===== config.mk =====
export PLATFORM = sky130hd
export DESIGN_NAME = frag_write_buffer
export DESIGN_NICKNAME = d
export VERILOG_FILES = /design/src/rtl/frag_write_buffer.sv
export SDC_FILE = /design/constraint.sdc
export NUM_CORES = 1
export LEC_CHECK = 0
export BUFFER_PORTS_ARGS = -buffer_cell sky130_fd_sc_hd__buf_2
export CAP_MARGIN = 0
export CORE_UTILIZATION = 35
export CTS_CLUSTER_DIAMETER = 150
export DETAILED_ROUTE_END_ITERATION = 7
export HOLD_SLACK_MARGIN = 0.05
export SYNTH_ARGS = -nofsm -noshare
export SYNTH_HDL_FRONTEND = slang
export SYNTH_SLANG_ARGS = --single-unit

===== constraint.sdc =====
create_clock -name clock -period 3.4 [get_ports clock]
set_input_delay 0.68 -clock clock [delete_from_list [all_inputs] [get_ports clock]]
set_output_delay 0.68 -clock clock [all_outputs]
set_load 0.01 [all_outputs]

===== src/rtl/frag_write_buffer.sv =====
// frag_write_buffer
// Buffers shaded fragments from the rasterizer in a FIFO and drains them as
// single-beat Avalon-MM writes to the frame buffer. It pulses tri_done once
// the last fragment of a triangle has been accepted by memory.
module frag_write_buffer #(
  parameter int FIFO_DEPTH = 16,
  parameter int PIX_ADDR_W = 26
) (
  input  logic                        clock,
  input  logic                        reset,
  input  logic                        frag_valid,
  output logic                        frag_ready,
  input  logic [PIX_ADDR_W-1:0]       frag_addr,
  input  logic [23:0]                 frag_color,
  input  logic                        frag_last,
  output logic [PIX_ADDR_W+1:0]       avm_address,
  output logic                        avm_write,
  output logic [31:0]                 avm_writedata,
  output logic [3:0]                  avm_byteenable,
  input  logic                        avm_waitrequest,
  output logic                        tri_done,
  output logic                        busy,
  output logic [$clog2(FIFO_DEPTH):0] fifo_count
);

  localparam int PTR_W   = $clog2(FIFO_DEPTH);
  localparam int CNT_W   = PTR_W + 1;
  localparam int ENTRY_W = 1 + PIX_ADDR_W + 24;
  localparam logic [CNT_W-1:0] FULL_COUNT = CNT_W'(FIFO_DEPTH);
  localparam logic [CNT_W-1:0] ZERO_COUNT = {CNT_W{1'b0}};

  typedef enum logic [0:0] {
    ST_IDLE  = 1'b0,
    ST_WRITE = 1'b1
  } state_t;

  // Fragment storage and bookkeeping
  logic [ENTRY_W-1:0]    mem_r [FIFO_DEPTH];
  logic [PTR_W-1:0]      wr_ptr_r;
  logic [PTR_W-1:0]      rd_ptr_r;
  logic [CNT_W-1:0]      count_r;
  logic                  ready_en_r;

  // Output side
  state_t                state_r;
  logic                  write_r;
  logic [PIX_ADDR_W+1:0] address_r;
  logic [31:0]           writedata_r;
  logic [3:0]            byteenable_r;
  logic                  last_r;
  logic                  tri_done_r;

  // Combinational helpers
  logic                  push_s;
  logic                  pop_s;
  logic                  fifo_empty_s;
  logic [ENTRY_W-1:0]    entry_in_s;
  logic [ENTRY_W-1:0]    head_s;
  logic                  head_last_s;
  logic [PIX_ADDR_W-1:0] head_addr_s;
  logic [23:0]           head_color_s;

  // Handshake, pop decision and entry packing/unpacking
  always_comb begin
    fifo_empty_s = (count_r == ZERO_COUNT);
    frag_ready   = ready_en_r & (count_r != FULL_COUNT);
    push_s       = frag_valid & frag_ready;
    entry_in_s   = {frag_last, frag_addr, frag_color};
    head_s       = mem_r[rd_ptr_r];
    head_last_s  = head_s[ENTRY_W-1];
    head_addr_s  = head_s[ENTRY_W-2 -: PIX_ADDR_W];
    head_color_s = head_s[23:0];
    pop_s        = 1'b0;
    if (fifo_empty_s) begin
      pop_s = 1'b0;
    end else begin
      case (state_r)
        ST_IDLE:  pop_s = 1'b1;
        ST_WRITE: pop_s = ~avm_waitrequest;
        default:  pop_s = 1'b0;
      endcase
    end
  end

  // Fragment storage array; contents are only meaningful between the pointers
  always_ff @(posedge clock) begin
    if (push_s) begin
      mem_r[wr_ptr_r] <= entry_in_s;
    end
  end

  // Holds frag_ready low until the first clock edge after reset release
  always_ff @(posedge clock or negedge reset) begin
    if (!reset) begin
      ready_en_r <= 1'b0;
    end else begin
      ready_en_r <= 1'b1;
    end
  end

  // FIFO pointers and occupancy; pointers wrap naturally on the power-of-two depth
  always_ff @(posedge clock or negedge reset) begin
    if (!reset) begin
      wr_ptr_r <= {PTR_W{1'b0}};
      rd_ptr_r <= {PTR_W{1'b0}};
      count_r  <= ZERO_COUNT;
    end else begin
      if (push_s) begin
        wr_ptr_r <= wr_ptr_r + PTR_W'(1);
      end
      if (pop_s) begin
        rd_ptr_r <= rd_ptr_r + PTR_W'(1);
      end
      case ({push_s, pop_s})
        2'b10:   count_r <= count_r + CNT_W'(1);
        2'b01:   count_r <= count_r - CNT_W'(1);
        default: count_r <= count_r;
      endcase
    end
  end

  // Output FSM: loads the FIFO head into the write registers and holds them during stalls
  always_ff @(posedge clock or negedge reset) begin
    if (!reset) begin
      state_r      <= ST_IDLE;
      write_r      <= 1'b0;
      address_r    <= {(PIX_ADDR_W+2){1'b0}};
      writedata_r  <= 32'h0000_0000;
      byteenable_r <= 4'b0000;
      last_r       <= 1'b0;
      tri_done_r   <= 1'b0;
    end else begin
      tri_done_r <= 1'b0;
      case (state_r)
        ST_IDLE: begin
          if (!fifo_empty_s) begin
            address_r    <= {head_addr_s, 2'b00};
            writedata_r  <= {8'h00, head_color_s};
            byteenable_r <= 4'b0111;
            last_r       <= head_last_s;
            write_r      <= 1'b1;
            state_r      <= ST_WRITE;
          end else begin
            write_r      <= 1'b0;
            byteenable_r <= 4'b0000;
          end
        end
        ST_WRITE: begin
          if (!avm_waitrequest) begin
            tri_done_r <= last_r;
            if (!fifo_empty_s) begin
              address_r    <= {head_addr_s, 2'b00};
              writedata_r  <= {8'h00, head_color_s};
              byteenable_r <= 4'b0111;
              last_r       <= head_last_s;
              write_r      <= 1'b1;
            end else begin
              write_r      <= 1'b0;
              byteenable_r <= 4'b0000;
              state_r      <= ST_IDLE;
            end
          end else begin
            write_r <= 1'b1;
          end
        end
        default: begin
          write_r      <= 1'b0;
          byteenable_r <= 4'b0000;
          state_r      <= ST_IDLE;
        end
      endcase
    end
  end

  assign avm_address    = address_r;
  assign avm_write      = write_r;
  assign avm_writedata  = writedata_r;
  assign avm_byteenable = byteenable_r;
  assign tri_done       = tri_done_r;
  assign fifo_count     = count_r;
  assign busy           = (count_r != ZERO_COUNT) | write_r;

endmodule

# Yosys cells after proc, flatten, opt, wreduce, memory -nomap -nowiden
# Memories as Yosys holds them, arrays and structs flattened.
# Cells that the tools add are included.
dict set report totals {
  ff_bits 81
  mem_bits_rw 816
  input_bits 55
  output_inout_bits 73
  memories 1
}
# name depth width read_ports rd_clocked_by_memory_dff write_ports line
set mem_list {}
lappend mem_list {mem_r 16 51 1 0 1 38} ;# logic [ENTRY_W-1:0] mem_r [FIFO_DEPTH];
dict set report classes {
  addsub 4
  eq_ne 4
  muxes 22
  n_bitwise 5
  reduce_logical 3
}
# op n
set ops {}
lappend ops {{$mux 32} 2}
lappend ops {{$pmux 32 s2} 1}
lappend ops {{$mux 28} 2}
lappend ops {{$pmux 28 s2} 1}
lappend ops {{$pmux 5 s2} 1}
lappend ops {{$mux 1} 9}
lappend ops {{$add 4x1->4 const B} 2}
lappend ops {{$pmux 4 s2} 1}
lappend ops {{$pmux 1 s2} 3}
lappend ops {{$add 5x1->5 const B} 1}
lappend ops {{$logic_not 5->1} 1}
lappend ops {{$ne 5x5->1 const B} 1}
lappend ops {{$reduce_bool 5->1} 1}
lappend ops {{$sub 5x1->5 const B} 1}
lappend ops {{$mux 4} 1}
lappend ops {{$mux 3} 1}
lappend ops {{$and 1x1->1} 2}
lappend ops {{$eq 2x1->1 const B} 1}
lappend ops {{$eq 2x2->1 const B} 1}
lappend ops {{$ne 2x2->1 const B} 1}
lappend ops {{$not 1->1} 2}
lappend ops {{$reduce_bool 2->1} 1}
lappend ops {{$or 1x1->1} 1}

# Longest topological paths before layout
dict set report depth {
  ltp_word 5
  depth_mapped 13
}

# Least setup slack after synthesis
# No wires, ideal clock.
dict set report synth_path {
  path_kind {register -> register}
  start {register count_r[1], in the netlist fifo_count[1]}
  end {register count_r[4], in the netlist fifo_count[4]}
  setup_time_ps 80
  arrival_time_ps 3390
  required_ps 3320
  setup_slack_ps -70
  path_stages_with_launch 14
  path_buffers 4
  synth_period_minus_slack_ps 3470
  path_cell_list {dfrtp_1 -> or4_1 -> buf_2 -> o21a_1 -> buf_2 -> buf_1 -> ha_1 -> clkbuf_1 -> xor2_1 -> ha_1 -> or3b_2 -> a211o_1 -> a21oi_1 -> xnor2_1}
}
dict set report synth_via {
  word_cells_on_any_way 11
  cone_classes {add/sub: 2; eq/ne: 3; mux: 2; bitwise: 2; reduce/logical: 2}
}
# item line
set synth_lines {}
lappend synth_lines {{start: declaration} 41} ;# logic [CNT_W-1:0] count_r;
lappend synth_lines {{start signal: assignment} 115} ;# 2'b10: count_r <= count_r + CNT_W'(1);
lappend synth_lines {{start signal: assignment} 116} ;# 2'b01: count_r <= count_r - CNT_W'(1);
lappend synth_lines {{start signal: assignment} 117} ;# default: count_r <= count_r;
lappend synth_lines {{$logic_not 5->1 (*)} 65} ;# fifo_empty_s = (count_r == ZERO_COUNT);
lappend synth_lines {{$mux 1 (*)} 74} ;# if (fifo_empty_s) begin
lappend synth_lines {{via pop_s} 55} ;# logic pop_s;
lappend synth_lines {{$eq 2x1->1 or $eq 2x2->1 (tied branches)} 114} ;# case ({push_s, pop_s})
lappend synth_lines {{$pmux 5 s2 or $reduce_bool 2->1 (tied branches)} n/a}
# The timed path passes the listed nets; every way through them passes the cells marked *.
# A chain may end at the register's enable or synchronous reset.

# Worst setup path after layout
dict set report layout_path {
  start {register count_r[0], in the netlist fifo_count[0]}
  end {register count_r[4], in the netlist fifo_count[4]}
}
dict set report layout_via {
  elab_chain_cells 5
  word_cells_on_any_way 11
  cone_classes {add/sub: 2; eq/ne: 3; mux: 2; bitwise: 2; reduce/logical: 2}
}
# item line
set layout_rtl {}
lappend layout_rtl {{$ne 5x5->1} 66} ;# frag_ready = ready_en_r & (count_r != FULL_COUNT);
lappend layout_rtl {{$and 1x1->1} 66}
lappend layout_rtl {{$and 1x1->1} 67} ;# push_s = frag_valid & frag_ready;
lappend layout_rtl {{$eq 2x1->1 or $eq 2x2->1 (tied branches)} 114}
lappend layout_rtl {{$pmux 5 s2 or $reduce_bool 2->1 (tied branches)} n/a}
# Several ways; a longest one is shown, not always the timed one.

==> impl_metrics.csv <==
group,metric,value,unit
cells_and_area,mostFrequentLayoutCell,"edfxtp_1",
yosys,ys_warn_count,0,
place,dpl.hpwl,40700,microns
timing,timing.setup.tns,0,ns
floorplan,io_pins,128,
timing,finalMaxSlewViolations,0,
run_status,outcome,"finished clean",
setup_path,critPathLaunchType,"flop",
detailed_routing,wl_per_cell,24.3,microns
detailed_routing,drt_iter0_markers,1074,
place,dp_cells,2821,
pwr,switching_share,0.285,
pwr,power_density,795,nW/um^2
clock_tree,clk-insertion-delay-late,0.64,ns
global_route,antenna_found_initial,8,
floorplan,fp.dieW,312,microns
timing,setup_viol,0,
pwr,seqPwrFrac,0.438,
timing,max_freq,0.310,GHz
setup_path,critPathCaptureType,"flop",
clock_tree,root_buffer,"clkbuf_16",
timing,fin_crit_sh,0.948,
yosys,netlist_instances,1472,
timing,worst_slew_margin_rel,0.338,
setup_path,cp.required,3.95,ns
detailed_routing,firstDrtPassIters,5,
yosys,synth-seq-cells,884,
place,gp_congestion,0.715,
pwr,ir_worst_vdd,471,uV
cells_and_area,area.sequential,26200,sq um
yosys,seq_area_frac_synth,0.781,
floorplan,dieHeight,312,microns
setup_path,crit_fanout,7,
clock_tree,cts_buffers,87,
cells_and_area,area_growth,15.9,%
pwr,total_power,30.9,mW
cells_and_area,mostFrequentLayoutCells,"edfxtp_1 (816), mux4_2 (204), buf_2 (115)",
timing,hold_viol,0,
timing,fin_skew,0.0193,ns
pwr,power.switching,8.81,mW
cells_and_area,multi_input_area,6900,sq um
setup_path,worstRegToRegCells,10,
pwr,pwr-share-comb,0.260,
clock_tree,ctsResizeCount,0,
hold_path,hold_path.class,"in -> async",
global_route,grt_usage,0.151,
timing,hold_ws,0.0661,ns
yosys,synth_ff_type,"edfxtp_1",
cells_and_area,final_cells,2984,
cells_and_area,layout-drive-gt1-share,0.360,
setup_path,critical_path_class,"reg -> reg",
floorplan,core,95000,sq um
flow_run,cap_violations,0,
floorplan,dieArea,97100,sq um
timing,tightest_slew,0.993,ns
detailed_routing,route.detailed.drc,0,
clock_tree,h-tree-depth,3,
clock_tree,cts.clk_slew.worst_paths,0.06,ns
detailed_routing,drtAntennaViolNets,0,
timing,period_needed,3.22,ns
cells_and_area,fillers,8333,
yosys,synthArstFlopShare,0.0769,
global_route,grt_first_pass_wirelength,109000,microns
yosys,syn_avg_cell_area,22.8,sq um
pwr,p_leak,12.3,nW
floorplan,rows,113,
pwr,pwr-share-clk,0.302,
timing,rsz0062_at_grt,"no",
detailed_routing,via_count,15400,
global_route,grt_remaining_overflow,0,
global_route,grt_pass1_vias,16400,
floorplan,start_util,0.353,
place,portBuffers,116,
cells_and_area,nets,1708,
clock_tree,ctsHoldBuffers,0,
clock_tree,cts_tree,"built",
pwr,internal_power,22.1,mW
yosys,synth_edf_count,816,
yosys,netlist_area,33500,sq um
setup_path,critical_path_arrival,3.77,ns
detailed_routing,wl,72600,microns
yosys,ys_types,39,
clock_tree,clk_path_buf_depth,3,
detailed_routing,vias_per_cell,5.15,
clock_tree,cts_setup_buffers,0,
global_route,grt_max_degree,69,
clock_tree,cts.sinks,884,
==> power groups by stage <==
stage	clock (mW)	combinational (mW)	sequential, mW
finish	9.33	8.03	13.5
global route	9.95	8.68	13.7
CTS	9.54	8.28	13.6
detailed placement	0	8.26	13.8
global placement	0	8.15	13.8
floorplan	0	5.75	13.5
==> worst max-delay path, stage by stage, from the launching register on <==
cell	delay [ns]
dfrtp_1	0.45
or4_1	0.68
o211a_2	0.36
inv_1	0.09
ha_1	0.19
xor2_1	0.08
ha_1	0.22
or3b_2	0.45
a211o_1	0.29
a21oi_1	0.20
xnor2_1	0.14
==> kinds of logic after synthesis <==
kind of cell / count (synthesis) / synth area share
fa+ha+maj: 8 / 0.00298
flops: 884 / 0.781
compound gates: 166 / 0.0339
simple gates: 42 / 0.00735
xor+xnor: 13 / 0.00339
other cells: 2 / 0.000224
mux: 257 / 0.155
buf+inv: 100 / 0.0160
==> cell usage after synthesis (7+ instances only) <==
master,count,area (sq um)
edfxtp_1,816,24500
mux4_2,204,4590
o22ai_1,102,638
dfrtp_1,68,1700
mux2_2,53,597
a21oi_2,40,350
clkbuf_1,34,128
buf_2,29,145
buf_4,23,173
and2_1,16,100
a21oi_1,14,70.1
ha_1,8,100
xnor2_1,7,61.3
==> worst paths after layout <==
check | from | slack [ns] | end
max reg2reg | fifo_count[0] | 0.18 | fifo_count[4]
min reg2reg | wr_ptr_r[3] | 0.56 | wr_ptr_r[3]
max in group asynchronous | reset | 2.88 | rd_ptr_r[3]
min | reset | 0.07 | avm_writedata[5]
max | fifo_count[0] | 0.18 | fifo_count[4]
min in group clock | avm_waitrequest | 0.34 | tri_done
==> area by class of cell <==
cell class                      instances  area share
Tap cell                             1265      0.0407
Timing Repair Buffer                  170      0.0354
Sequential cell                       884       0.675
Inverter                                4    0.000386
Antenna cell                            1   0.0000644
Clock buffer                          125      0.0615
Multi-Input combinational cell        498       0.178
Clock inverter                         37     0.00963
==> registers in the layout (all words and copies together), names as in the netlist, 4 cells and up <==
name and cells:
mem_r 816, avm_writedata 24, avm_address 26, fifo_count 5, rd_ptr_r 4, wr_ptr_r 4
==> metrics by stage <==
stage | area, sq um | setup slack [ns] | utilization
2_1_floorplan | 33600 | 0.0382 | -
3_3_place_gp | 36100 | 0.224 | 0.380
3_5_place_dp | 36100 | 0.217 | 0.380
4_1_cts | 38900 | 0.206 | 0.409
5_1_grt | 38900 | 0.0291 | 0.409
6_report | 38900 | 0.175 | 0.409
==> routing by layer <==
| metal | wire [microns] | GRT usage |
|---|---|---|
| met5 | 48 | 0 |
| met4 | 1130 | 0.0331 |
| met3 | 3580 | 0.0298 |
| met2 | 37000 | 0.258 |
| met1 | 30800 | 0.201 |
(Power assumes the default switching activity.)
